## src/rtl/pe_cfg_pkg.sv

```systemverilog
// pe_cfg_pkg: shared state encoding and sizing helpers
// for the PE configuration chain loader.
package pe_cfg_pkg;

   localparam int CFG_WORD_W = 32;

   typedef enum logic [2:0] {
      S_IDLE   = 3'd0,
      S_CLEAR  = 3'd1,
      S_SHIFT  = 3'd2,
      S_VERIFY = 3'd3,
      S_FINISH = 3'd4
   } cfg_state_e;

   function automatic int cfg_cnt_w(input int chain_len);
      return $clog2(chain_len + 1);
   endfunction

endpackage

```

## src/rtl/cfg_word_serializer.sv

```systemverilog
// cfg_word_serializer: one-word buffer that turns stream words
// into single bits, LSB first, with same-cycle bypass and refill.
module cfg_word_serializer
   import pe_cfg_pkg::*;
#(
   parameter int WORD_W = CFG_WORD_W
) (
   input  logic              clk,
   input  logic              reset,
   input  logic              flush,
   input  logic              en,
   input  logic              final_bit,
   input  logic [WORD_W-1:0] s_data,
   input  logic              s_valid,
   output logic              s_ready,
   output logic              bit_valid,
   output logic              bit_data,
   input  logic              bit_take
);

   localparam int IDX_W = (WORD_W > 1) ? $clog2(WORD_W) : 1;
   localparam logic [IDX_W-1:0] IDX_LAST = IDX_W'(WORD_W - 1);

   logic [WORD_W-1:0] word_q;
   logic [IDX_W-1:0]  idx_q;
   logic              full_q;
   logic              last;

   assign last      = full_q && (idx_q == IDX_LAST);
   // an empty buffer must still accept the word holding the final bit
   assign s_ready   = en && (!full_q || (last && !final_bit));
   assign bit_valid = en && (full_q || s_valid);
   assign bit_data  = full_q ? word_q[idx_q] : s_data[0];

   always_ff @(posedge clk or negedge reset) begin
      if (!reset) begin
         word_q <= '0;
         idx_q  <= '0;
         full_q <= 1'b0;
      end else if (flush) begin
         idx_q  <= '0;
         full_q <= 1'b0;
      end else if (bit_take) begin
         if (full_q && !last) begin
            idx_q <= idx_q + IDX_W'(1);
         end else if (s_ready && s_valid) begin
            word_q <= s_data;
            if (full_q) begin
               idx_q <= '0;
            end else begin
               idx_q  <= IDX_W'(1);
               full_q <= (WORD_W > 1);
            end
         end else begin
            full_q <= 1'b0;
         end
      end
   end

endmodule

```

## src/rtl/pe_config_loader.sv

```systemverilog
// pe_config_loader: clears and serially loads one PE config chain.
// Build option CFG_READBACK_EN adds a circulate-and-compare pass.
module pe_config_loader
   import pe_cfg_pkg::*;
#(
   parameter int WORD_W    = CFG_WORD_W,
   parameter int CHAIN_LEN = 14
) (
   input  logic              clk,
   input  logic              reset,
   input  logic              start,
   input  logic [WORD_W-1:0] s_data,
   input  logic              s_valid,
   output logic              s_ready,
   output logic              cfg_reset,
   output logic              cfg_shift,
   output logic              cfg_data,
   input  logic              cfg_tail,
   output logic              busy,
   output logic              done,
   output logic              err
);

   localparam int CFG_CNT_W = cfg_cnt_w(CHAIN_LEN);
   localparam logic [CFG_CNT_W-1:0] CNT_LAST = CFG_CNT_W'(CHAIN_LEN - 1);
   localparam logic [CFG_CNT_W-1:0] CNT_FULL = CFG_CNT_W'(CHAIN_LEN);

   cfg_state_e           state_q;
   cfg_state_e           state_d;
   logic [CFG_CNT_W-1:0] cnt_q;
   logic                 cfg_reset_q;
   logic                 cfg_shift_q;
   logic                 data_q;
   logic                 busy_q;
   logic                 done_q;
   logic                 en;
   logic                 final_bit;
   logic                 bit_valid;
   logic                 bit_data;
   logic                 take;

   assign en        = (state_q == S_SHIFT) && (cnt_q != CNT_FULL);
   assign final_bit = (cnt_q == CNT_LAST);
   assign take      = bit_valid;

   cfg_word_serializer #(
      .WORD_W(WORD_W)
   ) u_ser (
      .clk      (clk),
      .reset    (reset),
      .flush    (state_q == S_CLEAR),
      .en       (en),
      .final_bit(final_bit),
      .s_data   (s_data),
      .s_valid  (s_valid),
      .s_ready  (s_ready),
      .bit_valid(bit_valid),
      .bit_data (bit_data),
      .bit_take (take)
   );

   // SHIFT lingers one cycle after the last take so the final
   // registered shift pulse reaches the chain before moving on.
   always_comb begin
      state_d = state_q;
      unique case (state_q)
         S_IDLE:   if (start) state_d = S_CLEAR;
         S_CLEAR:  state_d = S_SHIFT;
         S_SHIFT: begin
            if (cnt_q == CNT_FULL) begin
`ifdef CFG_READBACK_EN
               state_d = S_VERIFY;
`else
               state_d = S_FINISH;
`endif
            end
         end
         S_VERIFY: if (cnt_q == CNT_LAST) state_d = S_FINISH;
         S_FINISH: state_d = S_IDLE;
         default:  state_d = S_IDLE;
      endcase
   end

   always_ff @(posedge clk or negedge reset) begin
      if (!reset) begin
         state_q     <= S_IDLE;
         cnt_q       <= '0;
         cfg_reset_q <= 1'b0;
         cfg_shift_q <= 1'b0;
         data_q      <= 1'b0;
         busy_q      <= 1'b0;
         done_q      <= 1'b0;
      end else begin
         state_q     <= state_d;
         cfg_reset_q <= (state_d == S_CLEAR);
         cfg_shift_q <= take || (state_d == S_VERIFY);
         data_q      <= take && bit_data;
         busy_q      <= (state_d != S_IDLE);
         done_q      <= (state_d == S_FINISH);
         if (state_q == S_CLEAR) begin
            cnt_q <= '0;
         end else if (take) begin
            cnt_q <= cnt_q + CFG_CNT_W'(1);
         end else if (state_q == S_SHIFT && state_d != S_SHIFT) begin
            cnt_q <= '0;
         end else if (state_q == S_VERIFY) begin
            cnt_q <= cnt_q + CFG_CNT_W'(1);
         end
      end
   end

`ifdef CFG_READBACK_EN
   logic [CHAIN_LEN-1:0] shadow_q;
   logic [CHAIN_LEN:0]   shadow_ext;
   logic                 err_q;

   // shadow rotates alongside the chain so bit 0 is always the
   // value expected at the tail this cycle
   always_comb begin
      shadow_ext = {bit_data, shadow_q};
      if (state_q == S_VERIFY) shadow_ext = {shadow_q[0], shadow_q};
   end

   always_ff @(posedge clk or negedge reset) begin
      if (!reset) begin
         shadow_q <= '0;
         err_q    <= 1'b0;
      end else begin
         if (take || state_q == S_VERIFY) begin
            shadow_q <= shadow_ext[CHAIN_LEN:1];
         end
         if (state_q == S_IDLE && start) begin
            err_q <= 1'b0;
         end else if (state_q == S_VERIFY && cfg_tail != shadow_q[0]) begin
            err_q <= 1'b1;
         end
      end
   end

   assign cfg_data = (state_q == S_VERIFY) ? cfg_tail : data_q;
   assign err      = err_q;
`else
   logic unused_tail;
   assign unused_tail = cfg_tail;
   assign cfg_data    = data_q;
   assign err         = 1'b0;
`endif

   assign cfg_reset = cfg_reset_q;
   assign cfg_shift = cfg_shift_q;
   assign busy      = busy_q;
   assign done      = done_q;

endmodule

```

## config.mk

```make
export PLATFORM = sky130hd
export DESIGN_NAME = pe_config_loader
export DESIGN_NICKNAME = d
export VERILOG_FILES = /design/src/rtl/pe_cfg_pkg.sv /design/src/rtl/cfg_word_serializer.sv /design/src/rtl/pe_config_loader.sv
export SDC_FILE = /design/constraint.sdc
export NUM_CORES = 1
export LEC_CHECK = 0
export BUFFER_PORTS_ARGS = -buffer_cell sky130_fd_sc_hd__buf_2
export CORE_ASPECT_RATIO = 0.8
export CORE_UTILIZATION = 59
export DETAILED_ROUTE_END_ITERATION = 8
export PLACE_DENSITY = 0.84
export SLEW_MARGIN = 0
export SYNTH_ARGS = -nofsm -noshare
export SYNTH_HDL_FRONTEND = slang
export SYNTH_HIERARCHICAL = 1
export SYNTH_SLANG_ARGS = --single-unit
```

## constraint.sdc

```tcl
create_clock -name clk -period 3.6 [get_ports clk]
set_input_delay 0.54 -clock clk [delete_from_list [all_inputs] [get_ports clk]]
set_output_delay 0.54 -clock clk [all_outputs]
set_load 0.05 [all_outputs]
```

==> impl_metrics.toml, run 1 <==
[clock_network]
cts_tree = "built"
post_cts_resized = 0
numCtsBuffers = 5
path_clk_slew_ps = 90
cts_max_level = 2
ctsHoldBuffers = 0
cts_root_buf = "clkbuf_8"
clkLatencyLatePin_ps = 290
clockBufferDepth = 2
cts_num_sinks = 50
cts_setup_buffers = 0

[sta]
hold_viol_final = 0
tns_ps = 0
worst_pin_slew_ps = 1060
drv_slew = 0
fin_crit_sh_pct = 79.6
whs_ps = 431
fmax_ghz = 0.349
rsz0062_at_grt = "false"
finalCriticalPeriod_ps = 2870
slew_headroom_pct = 29.1
fin_worst_skew_ps = 6.73
fin_ws_ps = 733
setup_viol = 0

[synth]
ys_warn_count = 6
mappedNetlistArea_um2 = 2470
netlist_instances = 194
synthFlopType = "dfrtp_1"
yosysUniqueCellTypes = 48
async_flop_share_pct = 100
synth_edf_count = 0
synthesis.nets = 236
synth_area_per_cell_um2 = 12.7
synth-seq-cells = 50
yosysSeqAreaShare_pct = 50.6

[place]
gp_congestion = 0.838
numPortBuffers = 41
dp_hpwl_um = 3160
place_ws_ps = 722

[floorplan]
start_util_pct = 63.3
rows = 20
coreArea_um2 = 3900
die_w_um = 74.4
ios = 44
die_h_um = 59.9
die_area_um2 = 4450

[setup_path]
rrSetupSlack_ps = 730
end_kind = "register"
r2r-start = "cnt_q[0]"
r2r_end = "u_ser/word_q[26]"
critical_path_arrival_ps = 3050
startpoint_type = "register"
rr_worst_depth = 8
path_class = "reg2reg"
critPathRequiredTime_ps = 3780
cp_max_fo = 14

[min_path]
holdCritPathClass = "in2async"

[layout]
syn_to_final_growth_pct = 14.8
layout-drive-gt1-share_pct = 38.4
nNetsFinal = 279
final_cell_mix = "dfrtp_1 (50), buf_2 (41), mux2_2 (32)"
num_antenna_cells = 0
nFillCells = 284
final_common_cell = "dfrtp_1"

[global_route]
grt_pass1_vias = 1613
grt_pass1_wl_um = 7470
grt.overflow.total = 0
grt_util_all_layers_pct = 22.8
antenna_found_initial = 0
grt_max_degree = 51

[detailed_routing]
dr.max_layer_used = "met4"
ant_nets = 0
drt-met1-wl_um = 2130
wl_met2_um = 2020
drt-total-wl_um = 4410
dr.pass1.iters = 4
routed_via_density = 5.66
drc = 0
met3_length_um = 236
first_iter_violations = 146
via_count = 1653
routedWlPerCell_um = 15.1

[status]
status = "finished clean"

[flow_run]
drv_cap = 0

[power_and_ir_drop]
p_per_area_nw_per_um2 = 868
vdd_ir_drop_max_uv = 393
total_power_w = 0.00246
cellLeakagePower_nw = 1.35
-- state kept, by name, indices dropped and copies added (netlist names) --
name and flops:
u_ser/word_q 32, u_ser/idx_q 5, cnt_q 4, state_q 3
busy 1, cfg_data 1, cfg_reset 1, cfg_shift 1
done 1, u_ser/full_q 1
-- cell usage after synthesis, drive strengths merged, types with 3 or more instances --
cell	n	area share, %
dfrtp	50	51
mux2	33	15
nand3	8	1.6
nor2	8	1.2
o21ai	8	1.6
a21oi	7	1.4
buf	7	1.8
inv	7	1.1
mux2i	7	2.8
mux4	6	6.2
ha	5	2.5
nand2	5	0.76
and2	3	0.81
nand2b	3	0.76
nor2b	3	0.76
nor3b	3	1.6
-- metrics by stage --
stage                     cells  util (%)  cell area [um^2]
after floorplan             194         -              2470
after global placement      285      69.8              2720
after detailed placement    285      69.8              2720
after CTS                   292      72.7              2840
after global routing        292      72.7              2840
final                       292      72.7              2840
-- worst max-delay path, stage by stage, from the launching register on --
cell and delay [ps]:
dfrtp_1 440, inv_1 70, ha_1 240, nand3_1 70
and2_2 160, o21a_1 430, nand4_1 630, buf_4 420
mux2_2 290
-- kinds of logic (layout without fill, tap and decap cells) --
kind of cell / Yosys count / count (layout) / share of synthesized area (%)
compound gates: 31 / 31 / 8.15
xor+xnor: 2 / 2 / 0.709
fa+ha+maj: 5 / 5 / 2.53
buf+inv: 16 / 59 / 3.14
flops: 50 / 50 / 50.6
mux: 46 / 46 / 24.1
other cells: 1 / 1 / 0.152
simple gates: 43 / 43 / 10.6
-- power breakdown --
part	total (W)	internal, W	switching [W]
Sequential	0.00100	0.000814	0.000187
Clock	0.000392	0.000222	0.000170
Combinational	0.00107	0.000535	0.000532
Total	0.00246	0.00157	0.000890
-- how the worst max path moves through the flow --
stage	from	end	slack, ps	cells past startpoint
finish	cnt_q[0]	u_ser/word_q[26]	730	8
global route	cnt_q[0]	u_ser/word_q[24]	500	8
CTS	cnt_q[0]	u_ser/word_q[24]	700	8
detailed placement	cnt_q[0]	u_ser/word_q[26]	720	8
global placement	cnt_q[0]	u_ser/word_q[27]	770	8
floorplan	u_ser/idx_q[1]	u_ser/word_q[4]	230	8
-- cell type report --
cell class | instances | area, um^2 | area share (%)
clock buffer | 6 | 82.6 | 2.91
clock inverter | 1 | 30.0 | 1.06
inverter | 7 | 26.3 | 0.926
multi-input combinational | 128 | 1140 | 40.3
sequential | 50 | 1250 | 44.1
tap | 55 | 68.8 | 2.43
timing repair buffer | 45 | 235 | 8.29
-- metal layers --
metal	GRT usage [%]	up-vias
li1	-	794
met1	32.8	792
met2	34.8	65
met3	5.23	2
met4	6.74	0
met5	0	-
(Power assumes the default switching activity.)
==> run 2: changes to the inputs <==
--- a/config.mk
+++ b/config.mk
@@ -7,9 +7,9 @@
 export LEC_CHECK = 0
 export BUFFER_PORTS_ARGS = -buffer_cell sky130_fd_sc_hd__buf_2
 export CORE_ASPECT_RATIO = 0.8
-export CORE_UTILIZATION = 59
+export CORE_UTILIZATION = 55
 export DETAILED_ROUTE_END_ITERATION = 8
-export PLACE_DENSITY = 0.84
+export PLACE_DENSITY = 0.79
 export SLEW_MARGIN = 0
 export SYNTH_ARGS = -nofsm -noshare
 export SYNTH_HDL_FRONTEND = slang
==> constraint.sdc (replaced) <==
create_clock -name clk -period 2.85 [get_ports clk]
set_input_delay 0.4275 -clock clk [delete_from_list [all_inputs] [get_ports clk]]
set_output_delay 0.4275 -clock clk [all_outputs]
set_load 0.05 [all_outputs]
==> run 2 against run 1 <==
Sequential cell count is the same. Critical path depth unchanged. Largest power group unchanged. Total power rose by 24%. Core utilization fell by 5.7 points.
==> impl_metrics.toml, run 2 (synthesis gave the netlist of run 1 again) <==
[setup_path]
end_kind = "register"
critPathMostFrequentCell = "inv_1"
critPathLaunch = "cnt_q[0]"
startpoint_type = "register"
r2r_end = "u_ser/idx_q[3]"
path_class = "reg2reg"
slowest_stage = "or4_1"
max_stage_delay_ps = 530
r2r-start = "cnt_q[0]"
critical_path_arrival_ps = 2620
cp_max_fo = 14
critPathRequiredTime_ps = 3080
crit_path_cell_trace = "inv_1, ha_1, nand3_1, and2_2, o21a_1, inv_1, or4_1, a21oi_1"
rr_worst_depth = 8
endpoint = "u_ser/idx_q[3]"
rrSetupSlack_ps = 460

[detailed_routing]
routed_via_density = 5.69
via_count = 1690
drt-total-wl_um = 4480
dr.pass1.iters = 4
ant_nets = 0
drc = 0
routedWlPerCell_um = 15.1
first_iter_violations = 98

[layout]
final_cell_mix = "dfrtp_1 (50), buf_2 (41), mux2_2 (32)"
multi_input_area_um2 = 1150
nNetsFinal = 281
nFillCells = 344
reg_top3 = "u_ser/word_q (32), u_ser/idx_q (5), cnt_q (4)"
largest_reg_flops = 32
num_antenna_cells = 0
top_register = "u_ser/word_q"
syn_to_final_growth_pct = 15.3
ff_latch_area_um2 = 1250
final_common_cell = "dfrtp_1"
layout-drive-gt1-share_pct = 39.2

[global_route]
grt_max_degree = 39
grt_pass1_wl_um = 7580
antenna_found_initial = 0
grt_pass1_vias = 1613
grt_util_all_layers_pct = 21.1
grt.overflow.total = 0

[place]
place_ws_ps = 488
gp_congestion = 0.863
numPortBuffers = 41
dp_hpwl_um = 3180

[floorplan]
rows = 21
coreArea_um2 = 4260
die_w_um = 76.9
ios = 44
die_area_um2 = 4770
die_h_um = 62.0
start_util_pct = 58.1

[clock_network]
clockBufferDepth = 2
path_clk_slew_ps = 90
cts_max_level = 2
cts_setup_buffers = 0
numCtsBuffers = 5
clkLatencyLatePin_ps = 300
cts_tree = "built"
ctsHoldBuffers = 0
cts_num_sinks = 50
cts_root_buf = "clkbuf_8"
post_cts_resized = 0

[power_and_ir_drop]
cellLeakagePower_nw = 1.36
total_power_w = 0.00305
p_per_area_nw_per_um2 = 1070
vdd_ir_drop_max_uv = 510

[sta]
whs_ps = 207
fin_crit_sh_pct = 83.8
finalCriticalPeriod_ps = 2390
hold_viol_final = 0
fmax_ghz = 0.419
rsz0062_at_grt = "false"
fin_worst_skew_ps = 9.34
fin_ws_ps = 462
setup_viol = 0
tns_ps = 0
worst_pin_slew_ps = 809
slew_headroom_pct = 46.1
drv_slew = 0

[status]
status = "finished clean"

[min_path]
holdCritPathClass = "in2async"

[flow_run]
drv_cap = 0
run 2: area by class of cell:
class | count | share of cell area (%)
Sequential cell | 50 | 43.9
Multi-Input combinational cell | 128 | 40.2
Timing Repair Buffer | 47 | 9.22
Clock buffer | 7 | 3.03
Tap cell | 57 | 2.50
Inverter | 7 | 0.922
Clock inverter | 1 | 0.176
run 2: worst max-delay path, delay by kind of cell, from the launching register on:
family | cells | cell delay [ps]
AOI/OAI and AO/OA | 2 | 590
buffers and inverters | 2 | 270
DFF | 1 | 440
and+or+nand+nor | 3 | 770
adders and majority gates | 1 | 240
run 2: worst min path at each step:
stage	start	end	depth (start not counted)
floorplan	reset	busy	0
global placement	u_ser/word_q[25]	u_ser/word_q[25]	1
global route	reset	u_ser/word_q[26]	1
CTS	reset	u_ser/word_q[26]	1
detailed placement	u_ser/word_q[5]	u_ser/word_q[5]	1
finish	reset	u_ser/word_q[26]	1
run 2: per-layer routing:
metal / global-route usage [%] / vias to the layer above / routed length [um]
met5: 0 / - / 0
met4: 9.89 / 0 / 65
met3: 4.09 / 7 / 188
met2: 33.5 / 47 / 1960
met1: 28.8 / 829 / 2260
li1: - / 807 / -
run 2: per-stage QoR:
step | cells | instance area, um^2 | utilization [%]
after CTS | 297 | 2850 | 66.9
after detailed placement | 289 | 2760 | 64.8
final | 297 | 2850 | 66.9
after global routing | 297 | 2850 | 66.9
after floorplan | 194 | 2470 | -
after global placement | 289 | 2760 | 64.8
run 2: power by group:
group          leakage (nW)  internal [W]  total [W]  switching (W)
Sequential            0.619       0.00103    0.00125       0.000226
Clock                0.0482      0.000196   0.000420       0.000224
Combinational         0.691      0.000691    0.00137       0.000682
==> run 3: changes to the inputs <==
==> constraint.sdc (replaced) <==
create_clock -name clk -period 2.2 [get_ports clk]
set_input_delay 0.33 -clock clk [delete_from_list [all_inputs] [get_ports clk]]
set_output_delay 0.33 -clock clk [all_outputs]
set_load 0.05 [all_outputs]
==> run 3 against run 2 <==
Hold slack better by 42 ps. Clock power is 29% higher. Core utilization is 3.4 points higher. Sequential share of layout area is 2.1 points lower. Global-route usage hardly changed. Cell count is 3.0% higher. Via count is 2.3% higher. Clock skew is 7.0 ps lower. Sequential power is 31% higher. Design area is 5.1% higher. Routed wire length is 9.3% higher. Total power is 37% higher. Critical endpoint is now u_ser/word_q[30].
==> impl_metrics.toml, run 3 (synthesis gave the netlist of run 1 again) <==
[layout]
final_common_cell = "dfrtp_1"
fin_util_pct = 70.3
top_register = "u_ser/word_q"
largest_reg_flops = 32
syn_to_final_growth_pct = 21.2
layout-drive-gt1-share_pct = 44.2
final_cell_mix = "dfrtp_1 (49), buf_2 (40), mux2_2 (32)"
nNetsFinal = 290
finalNonFillerCells = 306
reg_top3 = "u_ser/word_q (32), u_ser/idx_q (5), cnt_q (4)"
num_antenna_cells = 0

[sta]
fin_ws_ps = 101
setup_viol = 0
tns_ps = 0
fmax_ghz = 0.476
slew_headroom_pct = 65.5
drv_slew = 0
finalCriticalPeriod_ps = 2100
fin_crit_sh_pct = 95.4
fin_worst_skew_ps = 2.37
hold_viol_final = 0
worst_pin_slew_ps = 515

[power_and_ir_drop]
switchingPower_w = 0.00158
clock_power_share_pct = 13.0
swShare_pct = 37.8
total_power_w = 0.00417
vdd_ir_drop_max_uv = 725
p_per_area_nw_per_um2 = 1390
pwr-share-comb_pct = 47.6
sequentialPowerShare_pct = 39.4
internal-power_w = 0.00260
cellLeakagePower_nw = 1.41

[status]
status = "finished clean"

[global_route]
grt_util_met2_pct = 33.0
grt_max_degree = 33
grt_pass1_wl_um = 7480
grt_util_all_layers_pct = 21.1
antenna_found_initial = 0
grt.busiest_layer = "met2"
grtUsageMet1_pct = 29.0
grt.overflow.total = 0
grt.met3_usage_pct = 5.84
grt_pass1_vias = 1530

[setup_path]
max_stage_delay_ps = 450
r2r-start = "u_ser/idx_q[0]"
critPathRequiredTime_ps = 2400
rrSetupSlack_ps = 100
startpoint_type = "register"
endpoint = "u_ser/word_q[30]"
rr_worst_depth = 9
crit_path_cell_trace = "ha_4, and3_4, ha_4, nor2b_1, nor2_1, nand4_1, buf_4, clkbuf_16, mux2_2"
critPathMostFrequentCell = "ha_4"
cp_max_fo = 16
slowest_stage = "dfrtp_1"
end_kind = "register"
critical_path_arrival_ps = 2300
r2r_end = "u_ser/word_q[30]"
path_class = "reg2reg"
critPathLaunch = "u_ser/idx_q[0]"

[floorplan]
start_util_pct = 58.1
rows = 21
coreArea_um2 = 4260
die_area_um2 = 4770
die_h_um = 62.0
ios = 44
die_w_um = 76.9

[detailed_routing]
dr.pass1.iters = 5
routed_via_density = 5.65
first_iter_violations = 138
drc = 0
routedWlPerCell_um = 16.0
via_count = 1729
drt-total-wl_um = 4900
ant_nets = 0

[clock_network]
cts_max_level = 2
clkLatencyLatePin_ps = 300
clockBufferDepth = 2
cts_tree = "built"
cts_num_sinks = 50
numCtsBuffers = 5
path_clk_slew_ps = 90
cts_root_buf = "clkbuf_8"

[min_path]
holdCritStartpoint = "s_data[21]"
holdCritPathClass = "in2reg"

[place]
dp_hpwl_um = 3460
gp_congestion = 0.772
place_ws_ps = 147
placed_cells = 295
numPortBuffers = 41

[flow_run]
drv_cap = 0
[run 3: what timing repair did]
action                                  CTS  global route
endpoints found under the setup margin    0             3
buffers inserted                          0             1
gates resized for setup                   0             2
hold buffers                              1             0
endpoints found under the hold margin     3             0
[run 3: worst min path at each step]
stage | slack [ps] | endpoint | cells past startpoint
finish | 250 | u_ser/word_q[21] | 2
global route | 240 | u_ser/word_q[12] | 2
CTS | 240 | u_ser/word_q[21] | 2
detailed placement | 140 | cfg_reset | 1
global placement | 140 | busy | 1
floorplan | 30 | busy | 0
[run 3: worst max-delay path, delay by kind of cell, from the launching register on]
kind | cells | cell delay [ps]
buffers and inverters | 2 | 340
muxes | 1 | 340
and+or+nand+nor | 4 | 480
adders and majority gates | 2 | 370
DFF | 1 | 450
[run 3: per-layer routing]
layer | vias to the layer above | share of wire [%]
li1 | 821 | -
met1 | 840 | 48
met2 | 63 | 45
met3 | 5 | 5.7
met4 | 0 | 0.76
met5 | - | 0
[run 3: power by group through the flow]
| stage | Clock, W | Sequential [W] | Combinational [W] |
|---|---|---|---|
| after floorplan | 0 | 0.00164 | 0.00142 |
| final | 0.000542 | 0.00164 | 0.00199 |
| after global placement | 0 | 0.00163 | 0.00187 |
| after detailed placement | 0 | 0.00166 | 0.00194 |
| after global routing | 0.000592 | 0.00169 | 0.00214 |
| after CTS | 0.000552 | 0.00164 | 0.00196 |
[run 3: layout make-up]
type,count,area (um^2)
Clock buffer,5,68.8
Clock inverter,3,21.3
Fill cell,313,1260
Inverter,7,26.3
Multi-Input combinational cell,128,1200
Sequential cell,50,1250
Tap cell,57,71.3
Timing Repair Buffer,56,353
[run 3: metrics by stage]
stage	hold slack, ps	cell area (um^2)
global route	239	2990
detailed placement	143	2860
CTS	240	2960
global placement	140	2860
floorplan	34.4	2540
finish	250	2990
